## src/rtl/mci_reg_arbiter.sv

```systemverilog
// Round-robin N-requester arbiter driving the single MCI master port, one transaction in flight.
// Adds an ack timeout that completes the transaction with an error pulse and all-ones read data.
module mci_reg_arbiter #(
    parameter int NUM_REQ     = 2,
    parameter int ADDR_W      = 14,
    parameter int DATA_W      = 32,
    parameter int TIMEOUT_CYC = 255
) (
    input  logic                                        i_clk,
    input  logic                                        i_rst,
    input  logic [NUM_REQ-1:0]                          i_req_request,
    input  logic [NUM_REQ*ADDR_W-1:0]                   i_req_addr,
    input  logic [NUM_REQ*DATA_W-1:0]                   i_req_wr_data,
    input  logic [NUM_REQ-1:0]                          i_req_rdwn,
    output logic [NUM_REQ-1:0]                          o_req_done,
    output logic [NUM_REQ-1:0]                          o_req_err,
    output logic [DATA_W-1:0]                           o_req_rd_data,
    output logic [(NUM_REQ > 1 ? $clog2(NUM_REQ) : 1)-1:0] o_grant_id,
    output logic                                        o_busy,
    output logic                                        o_mci_val,
    output logic [DATA_W-1:0]                           o_mci_wdata,
    output logic [DATA_W/8-1:0]                         o_mci_be,
    output logic [ADDR_W-1:0]                           o_mci_addr,
    output logic                                        o_mci_rdwn,
    input  logic                                        i_mci_ack,
    input  logic [DATA_W-1:0]                           i_mci_rdata
);

    localparam int GID_W = (NUM_REQ > 1) ? $clog2(NUM_REQ) : 1;
    localparam int CNT_W = $clog2(TIMEOUT_CYC + 1);
    localparam int BE_W  = DATA_W / 8;

    typedef enum logic [1:0] {
        ST_IDLE   = 2'd0,
        ST_ACCESS = 2'd1,
        ST_DONE   = 2'd2
    } state_t;

    state_t              state_q, state_d;
    logic [GID_W-1:0]    grant_q, grant_d;
    logic [GID_W-1:0]    last_grant_q, last_grant_d;
    logic [CNT_W-1:0]    cnt_q, cnt_d;
    logic                busy_q, busy_d;
    logic                mci_val_q, mci_val_d;
    logic [DATA_W-1:0]   mci_wdata_q, mci_wdata_d;
    logic [BE_W-1:0]     mci_be_q;
    logic [ADDR_W-1:0]   mci_addr_q, mci_addr_d;
    logic                mci_rdwn_q, mci_rdwn_d;
    logic [NUM_REQ-1:0]  req_done_q, req_done_d;
    logic [NUM_REQ-1:0]  req_err_q, req_err_d;
    logic [DATA_W-1:0]   rd_data_q, rd_data_d;

    logic                any_req;
    logic                hi_found;
    logic [GID_W-1:0]    hi_idx, lo_idx, winner;
    logic [ADDR_W-1:0]   sel_addr;
    logic [DATA_W-1:0]   sel_wdata;
    logic                sel_rdwn;
    logic [NUM_REQ-1:0]  grant_oh;

    // Descending scan: last hit is the lowest set index; hi_* only counts indices above last_grant.
    always_comb begin
        hi_found = 1'b0;
        hi_idx   = '0;
        lo_idx   = '0;
        for (int i = NUM_REQ - 1; i >= 0; i--) begin
            if (i_req_request[i]) begin
                lo_idx = GID_W'(i);
                if (i > int'(last_grant_q)) begin
                    hi_idx   = GID_W'(i);
                    hi_found = 1'b1;
                end
            end
        end
        any_req = |i_req_request;
        winner  = hi_found ? hi_idx : lo_idx;
    end

    always_comb begin
        sel_addr  = '0;
        sel_wdata = '0;
        sel_rdwn  = 1'b0;
        grant_oh  = '0;
        for (int i = 0; i < NUM_REQ; i++) begin
            if (GID_W'(i) == winner) begin
                sel_addr  = i_req_addr[i*ADDR_W +: ADDR_W];
                sel_wdata = i_req_wr_data[i*DATA_W +: DATA_W];
                sel_rdwn  = i_req_rdwn[i];
            end
            grant_oh[i] = (GID_W'(i) == grant_q);
        end
    end

    always_comb begin
        state_d      = state_q;
        grant_d      = grant_q;
        last_grant_d = last_grant_q;
        cnt_d        = cnt_q;
        mci_val_d    = mci_val_q;
        mci_wdata_d  = mci_wdata_q;
        mci_addr_d   = mci_addr_q;
        mci_rdwn_d   = mci_rdwn_q;
        req_done_d   = '0;
        req_err_d    = '0;
        rd_data_d    = '0;
        case (state_q)
            ST_IDLE: begin
                if (any_req) begin
                    grant_d     = winner;
                    mci_addr_d  = sel_addr;
                    mci_wdata_d = sel_wdata;
                    mci_rdwn_d  = sel_rdwn;
                    mci_val_d   = 1'b1;
                    cnt_d       = '0;
                    state_d     = ST_ACCESS;
                end
            end
            ST_ACCESS: begin
                // Ack is checked first so a same-cycle ack beats the timeout.
                if (i_mci_ack) begin
                    mci_val_d  = 1'b0;
                    rd_data_d  = mci_rdwn_q ? i_mci_rdata : '0;
                    req_done_d = grant_oh;
                    state_d    = ST_DONE;
                end else if (cnt_q == CNT_W'(TIMEOUT_CYC - 1)) begin
                    mci_val_d  = 1'b0;
                    rd_data_d  = '1;
                    req_done_d = grant_oh;
                    req_err_d  = grant_oh;
                    state_d    = ST_DONE;
                end else begin
                    cnt_d = cnt_q + CNT_W'(1);
                end
            end
            ST_DONE: begin
                last_grant_d = grant_q;
                state_d      = ST_IDLE;
            end
            default: state_d = ST_IDLE;
        endcase
        busy_d = (state_d != ST_IDLE);
    end

    always_ff @(posedge i_clk or posedge i_rst) begin
        if (i_rst) begin
            state_q      <= ST_IDLE;
            grant_q      <= '0;
            last_grant_q <= GID_W'(NUM_REQ - 1);
            cnt_q        <= '0;
            busy_q       <= 1'b0;
            mci_val_q    <= 1'b0;
            mci_wdata_q  <= '0;
            mci_be_q     <= '1;
            mci_addr_q   <= '0;
            mci_rdwn_q   <= 1'b0;
            req_done_q   <= '0;
            req_err_q    <= '0;
            rd_data_q    <= '0;
        end else begin
            state_q      <= state_d;
            grant_q      <= grant_d;
            last_grant_q <= last_grant_d;
            cnt_q        <= cnt_d;
            busy_q       <= busy_d;
            mci_val_q    <= mci_val_d;
            mci_wdata_q  <= mci_wdata_d;
            mci_be_q     <= '1;
            mci_addr_q   <= mci_addr_d;
            mci_rdwn_q   <= mci_rdwn_d;
            req_done_q   <= req_done_d;
            req_err_q    <= req_err_d;
            rd_data_q    <= rd_data_d;
        end
    end

    assign o_req_done    = req_done_q;
    assign o_req_err     = req_err_q;
    assign o_req_rd_data = rd_data_q;
    assign o_grant_id    = grant_q;
    assign o_busy        = busy_q;
    assign o_mci_val     = mci_val_q;
    assign o_mci_wdata   = mci_wdata_q;
    assign o_mci_be      = mci_be_q;
    assign o_mci_addr    = mci_addr_q;
    assign o_mci_rdwn    = mci_rdwn_q;

endmodule

```

## config.mk

```make
export PLATFORM = sky130hd
export DESIGN_NAME = mci_reg_arbiter
export DESIGN_NICKNAME = d
export VERILOG_FILES = /design/src/rtl/mci_reg_arbiter.sv
export SDC_FILE = /design/constraint.sdc
export NUM_CORES = 1
export LEC_CHECK = 0
export ABC_AREA = 1
export CAP_MARGIN = 20
export CELL_PAD_IN_SITES_DETAIL_PLACEMENT = 1
export CELL_PAD_IN_SITES_GLOBAL_PLACEMENT = 1
export CORE_ASPECT_RATIO = 1.2
export CORE_MARGIN = 2
export CORE_UTILIZATION = 30
export DETAILED_ROUTE_END_ITERATION = 10
export PLACE_DENSITY_LB_ADDON = 0.2
export SLEW_MARGIN = 10
export SYNTH_ARGS = -nofsm -noshare
export SYNTH_HDL_FRONTEND = slang
export SYNTH_SLANG_ARGS = --single-unit
```

## constraint.sdc

```tcl
create_clock -name i_clk -period 6.4 [get_ports i_clk]
set_input_delay 1.6 -clock i_clk [delete_from_list [all_inputs] [get_ports i_clk]]
set_output_delay 1.6 -clock i_clk [all_outputs]
set_load 0.01 [all_outputs]
```

==> out/qor.txt, run 1 <==
Outcome - complete, no violations
Io pins - 221
Die area - 14,950 um2
Starting density of the core - 30.61%
Final slew viol count - 0
Avg Inst Size Synth - 8.719 um2
1st-pass router iterations - 4
Root Driver - clkbuf_16
H-tree Lvls - 3
Flip-flop and latch area - 2429 um2
N_diodes - 0
Critical Path, Cell by Cell - clkdlybuf4s50_1, nand2_1, nand2_2, buf_4, inv_1, buf_4, o21ai_0, o21ai_0
Power Internal - 1.667 mW
Worst Hold Class - reg -> reg
Area Overhead vs Synth - 60.68%
Cells after DPL - 839
WL/cell - 16.08 um
EDFF count, synth - 0
Reg2Reg Setup Slack - 4.08 ns
FMAX - 280.4 MHz
Multi-input logic area - 1539 um2
Post-CTS sizing - 0
Ys async rst share - 100.0%
Layout cells sized above 1 - 5.401%
TritonCTS clock tree - built
Largest stage delay on the critical path - 0.52 ns
Largest net degree at the start of global routing - 60
Die height - 133.5 um
Clock tree buffer depth - 2
Ys Warns - 0
Logic pwr share - 43.3%
Vias - 4,075
CP max FO - 49
Final clock skew - 0.01608 ns
DP HPWL - 9.737 mm
Routed WL - 13.76 mm
Top FF cell, synth - dfrtp_1
Worst Path Class, Setup - in -> reg
Most frequent cells in the layout - clkdlybuf4s50_1 (216), dfrtp_1 (96), nor2_1 (93), nand2_1 (80), o21ai_0 (69)
# DRC - 0
Filler Cell Count - 1,643
Via/cell ratio - 4.761
First-pass GRT wire length - 21.77 mm
Die X - 111.9 um
Final Hold Fails - 0
# hold bufs at CTS - 0
Worst Hold Launch - o_mci_val$_DFFE_PP0P_
Core box area - 13,700 um2
Max_cap viols - 0
Most common cell after layout, fill and taps aside - clkdlybuf4s50_1
Port bufs - 216
Worst Tran Pin Value - 0.7525 ns
Row count - 47
Slew headroom - 49.83%
Initial antenna violation count - 0
Setup violations, final - 0
Peak supply drop - 0.1541 mV
Reg-to-Reg Start - last_grant_q$_DFFE_PP1N_
Vias in the first global route - 4,257
Leak pwr - 2.908 nW
TritonCTS Buffers - 9
Crit start category - primary input
Worst Hold End - o_mci_val$_DFFE_PP0P_
Synthesized area - 4194 um2
RSZ-0062 raised after global routing - false
Final core utilization - 49.18%
DRT iter0 DRCs - 162
Req. time, crit path - 6.62 ns
CP arrival - 3.79 ns
Clk sink count - 97
Post-synthesis sequential area ratio - 57.91%
Post-route setup TNS - 0 ns
Post-CTS setup buffer count - 0
Pwr dens - 390.4 nW/um2
Net Sw Power - 0.9634 mW
CP max stage cell - clkdlybuf4s50_1
Crit. End Element - flop
Reg2reg end - o_mci_addr[6]$_DFFE_PP0P_
Post-synthesis cell type count - 29
Seq pwr share - 36.7%
Min Tclk post-route - 3.566 ns
Antenna Nets Post-Route - 0
Power consumption - 2.631 mW
Nets - 813
Clk pin slew, worst setup/hold paths - 0.07 ns
Hold Crit Depth - 2
Clock share of power - 20.0%
Yosys reg bits - 97
Final std cells w/o fill - 856
GRT Total Usage - 18.26%
Global route overflow - 0
Sw frac - 36.62%
Syn Inst Count - 481
R2R cell count - 7
Worst-Skew Late Latency - 0.35 ns
Fin crit share - 55.72%
Routability cong. - 0.7682
==> cell type report <==
class,instances,share of cell area [%]
multi-input cells,336,22.84
inverters,15,0.9469
clock inverters,7,0.9098
clock buffers,9,3.342
repair buffers,221,32.75
well taps,171,3.175
flip-flops and latches,97,36.04
==> metrics by stage <==
step | cell area (um2) | hold WS (ns) | setup WS (ns)
finish | 6739 | 0.4799 | 2.834
global route | 6739 | 0.5241 | 2.596
CTS | 6724 | 0.4875 | 2.639
detailed placement | 6437 | 0.4661 | 2.444
global placement | 6437 | 0.4536 | 2.523
floorplan | 4205 | 0.4469 | 2.268
==> state kept, by name (all words and copies together), names as in the netlist <==
signal,cells
cnt_q,8
o_req_rd_data,32
last_grant_q,1
o_mci_addr,14
o_mci_val,1
o_mci_wdata,32
o_req_done,2
o_req_err,2
o_busy,1
o_grant_id,1
state_q,2
o_mci_rdwn,1
==> power groups by stage <==
stage	sequential, mW	clock, mW	combinational, mW
final	0.964	0.526	1.14
after global routing	0.993	0.562	1.26
after CTS	0.983	0.539	1.14
after detailed placement	0.991	0	1.13
after global placement	0.983	0	1.10
after floorplan	1.04	0	0.441
==> Yosys cell counts, types with 2 or more instances <==
library cell   n  area share, %
dfrtp_1       96             57
nor2_1        93            8.3
nand2_1       81            7.2
o21ai_0       69            8.2
a21oi_1       33            3.9
o21ai_1       30            3.6
clkbuf_1      18            1.6
inv_1         12            1.1
buf_2          9            1.1
nand3_1        9            1.1
buf_4          4           0.72
buf_6          3           0.81
clkbuf_2       2           0.24
ha_1           2           0.60
inv_4          2           0.30
nand2_2        2           0.30
nand2_4        2           0.54
nor2_4         2           0.54
nor4_1         2           0.30
==> metal layers <==
layer | up-vias | GRT usage [%] | part of all wire [%]
li1 | 1953 | - | -
met1 | 1936 | 20.60 | 39
met2 | 167 | 31.82 | 49
met3 | 19 | 6.551 | 9.6
met4 | 0 | 6.707 | 1.9
met5 | - | 0 | 0
==> worst max path at each step <==
stage,from,to,slack [ns],cells after the start
floorplan,i_rst,cnt_q[0]$_DFFE_PP0P_,2.27,1
global placement,i_req_request[0],o_mci_wdata[30]$_DFFE_PP0P_,2.52,8
detailed placement,i_req_request[0],o_mci_addr[6]$_DFFE_PP0P_,2.44,8
CTS,o_mci_rdwn$_DFFE_PP0P_,o_mci_rdwn,2.64,1
global route,i_req_request[0],o_mci_addr[5]$_DFFE_PP0P_,2.60,8
finish,i_req_request[0],o_mci_addr[6]$_DFFE_PP0P_,2.83,8
==> critical path, delay by kind of cell <==
kind | cells | cell delay [ns]
and+or+nand+nor | 2 | 0.14
buffers and inverters | 4 | 1.71
AOI/OAI and AO/OA | 2 | 0.29
==> cells by family after synthesis <==
family / synth area share (%)
AO/OA/AOI/OAI: 16.68
adder cells (fa/ha/maj): 0.5966
buffers and inverters: 5.907
flip-flops: 57.91
other: 0.08941
AND/OR/NAND/NOR: 18.82
Note: power is estimated with default switching activity, not from simulation.
==> inputs of run 2 (changes only) <==
--- a/config.mk
+++ b/config.mk
@@ -11,7 +11,7 @@
 export CELL_PAD_IN_SITES_GLOBAL_PLACEMENT = 1
 export CORE_ASPECT_RATIO = 1.2
 export CORE_MARGIN = 2
-export CORE_UTILIZATION = 30
+export CORE_UTILIZATION = 25
 export DETAILED_ROUTE_END_ITERATION = 10
 export PLACE_DENSITY_LB_ADDON = 0.2
 export SLEW_MARGIN = 10
==> constraint.sdc (replaced) <==
create_clock -name i_clk -period 3.2 [get_ports i_clk]
set_input_delay 0.8 -clock i_clk [delete_from_list [all_inputs] [get_ports i_clk]]
set_output_delay 0.8 -clock i_clk [all_outputs]
set_load 0.01 [all_outputs]
==> out/qor.txt, run 2 (same netlist as run 1, synthesis figures left out) <==
Outcome - complete, no violations
Busiest grt layer - met2
Worst Hold Class - reg -> reg
Global route overflow - 0
Row count - 51
Hold Crit Depth - 2
CP max stage cell - clkdlybuf4s50_1
DP HPWL - 9.960 mm
Routed WL - 14.23 mm
Fin crit share - 69.05%
Min Tclk post-route - 2.210 ns
Via/cell ratio - 4.481
Root Driver - clkbuf_16
Pwr dens - 785.0 nW/um2
Largest net degree at the start of global routing - 98
TritonCTS Buffers - 9
Worst Tran Pin Value - 0.6394 ns
Initial antenna violation count - 0
GRT Total Usage - 16.04%
FMAX - 452.6 MHz
Die height - 145.9 um
First-pass GRT wire length - 22.36 mm
Peak supply drop - 0.5257 mV
Antenna Nets Post-Route - 0
Setup violations, final - 0
Met3 usage in global routing - 7.367%
Reg2Reg Setup Slack - 1.40 ns
Die X - 122.2 um
Leak pwr - 2.934 nW
Worst Path Class, Setup - reg -> out
CP max FO - 5
Global routing usage on met1 - 17.94%
H-tree Lvls - 3
Post-CTS setup buffer count - 0
Most frequent cells in the layout - clkdlybuf4s50_1 (216), dfrtp_1 (96), nor2_1 (93), nand2_1 (80), o21ai_0 (69)
Largest stage delay on the critical path - 0.60 ns
Final Hold Fails - 0
Most common cell after layout, fill and taps aside - clkdlybuf4s50_1
Area Overhead vs Synth - 63.16%
Crit. End Element - output port
Routability cong. - 0.7610
Hold Slack - 0.4740 ns
Reg2reg end - o_mci_addr[8]$_DFFE_PP0P_
Layout cells sized above 1 - 5.539%
Worst Hold End - o_mci_val$_DFFE_PP0P_
1st-pass router iterations - 4
Dpl ws - 0.6479 ns
Vias in the first global route - 4,369
Cells after DPL - 882
Post-route setup TNS - 0 ns
# DRC - 0
Die area - 17,830 um2
# hold bufs at CTS - 0
Worst Hold Launch - o_mci_val$_DFFE_PP0P_
Slew headroom - 57.37%
Crit-path leading delay family - buffers and inverters
N_diodes - 0
Clk sink count - 97
Max_cap viols - 0
Core box area - 16,340 um2
Reg-to-Reg Start - state_q[1]$_DFF_PP0_
CP arrival - 1.41 ns
Starting density of the core - 25.67%
Req. time, crit path - 2.40 ns
Worst-Skew Late Latency - 0.35 ns
Vias - 4,024
Crit start category - flop
M2 GR Usage - 27.06%
Final clock skew - 0.01078 ns
R2R cell count - 6
TritonCTS clock tree - built
Post-CTS sizing - 0
Critical Path, Cell by Cell - clkdlybuf4s50_1
DRT iter0 DRCs - 171
Post-route setup slack - 0.9903 ns
RSZ-0062 raised after global routing - false
Port bufs - 216
CP bufs+invs - 1
Nets - 814
Final std cells w/o fill - 898
Io pins - 221
Clock tree buffer depth - 2
Clk pin slew, worst setup/hold paths - 0.07 ns
WL/cell - 15.85 um
Final slew viol count - 0
run 2: cell types whose count changed in the layout (fill, tap and decap cells not counted):
cell / change
buf_12: +2
clkinv_4: +1
inv_4: -1
clkbuf_8: +1
buf_8: -1
inv_8: -1
clkinvlp_4: -1
bufinv_16: +1
run 2: final cells by class:
| cell class | count | area [um2] |
|---|---|---|
| Fill cell | 1943 | 9493 |
| Sequential cell | 97 | 2429 |
| Timing Repair Buffer | 222 | 2232 |
| Multi-Input combinational cell | 336 | 1539 |
| Tap cell | 212 | 265.3 |
| Clock buffer | 10 | 239.0 |
| Clock inverter | 6 | 73.82 |
| Inverter | 15 | 65.06 |
run 2: worst max-delay path by stage:
| stage | startpoint | to | depth (start not counted) | slack (ns) |
|---|---|---|---|---|
| detailed placement | i_req_request[1] | cnt_q[4]$_DFFE_PP0P_ | 6 | 0.65 |
| finish | o_grant_id$_DFFE_PP0P_ | o_grant_id | 1 | 0.99 |
| CTS | o_grant_id$_DFFE_PP0P_ | o_grant_id | 1 | 0.96 |
| floorplan | i_rst | cnt_q[0]$_DFFE_PP0P_ | 1 | 1.25 |
| global placement | i_req_request[1] | cnt_q[4]$_DFFE_PP0P_ | 6 | 0.72 |
| global route | o_grant_id$_DFFE_PP0P_ | o_grant_id | 1 | 0.93 |
run 2: routing by layer:
layer  vias to the layer above  part of all wire (%)
li1                       1956                     -
met4                         0                   1.3
met5                         -                     0
met2                       157                    47
met1                      1900                    41
met3                        11                    11
run 2: per-stage QoR:
stage                     total power, mW  util [%]  instance area [um2]
after floorplan                     2.971         -                 4209
after global placement              4.244     39.97                 6530
after detailed placement            4.295     39.97                 6530
after CTS                           5.468     41.89                 6843
after global routing                5.769     41.89                 6843
final                               5.372     41.89                 6843
run 2: power breakdown:
group	internal [mW]	switching [mW]	total (mW)
Sequential	1.67	0.240	1.91
Combinational	1.13	1.19	2.33
Clock	0.638	0.503	1.14
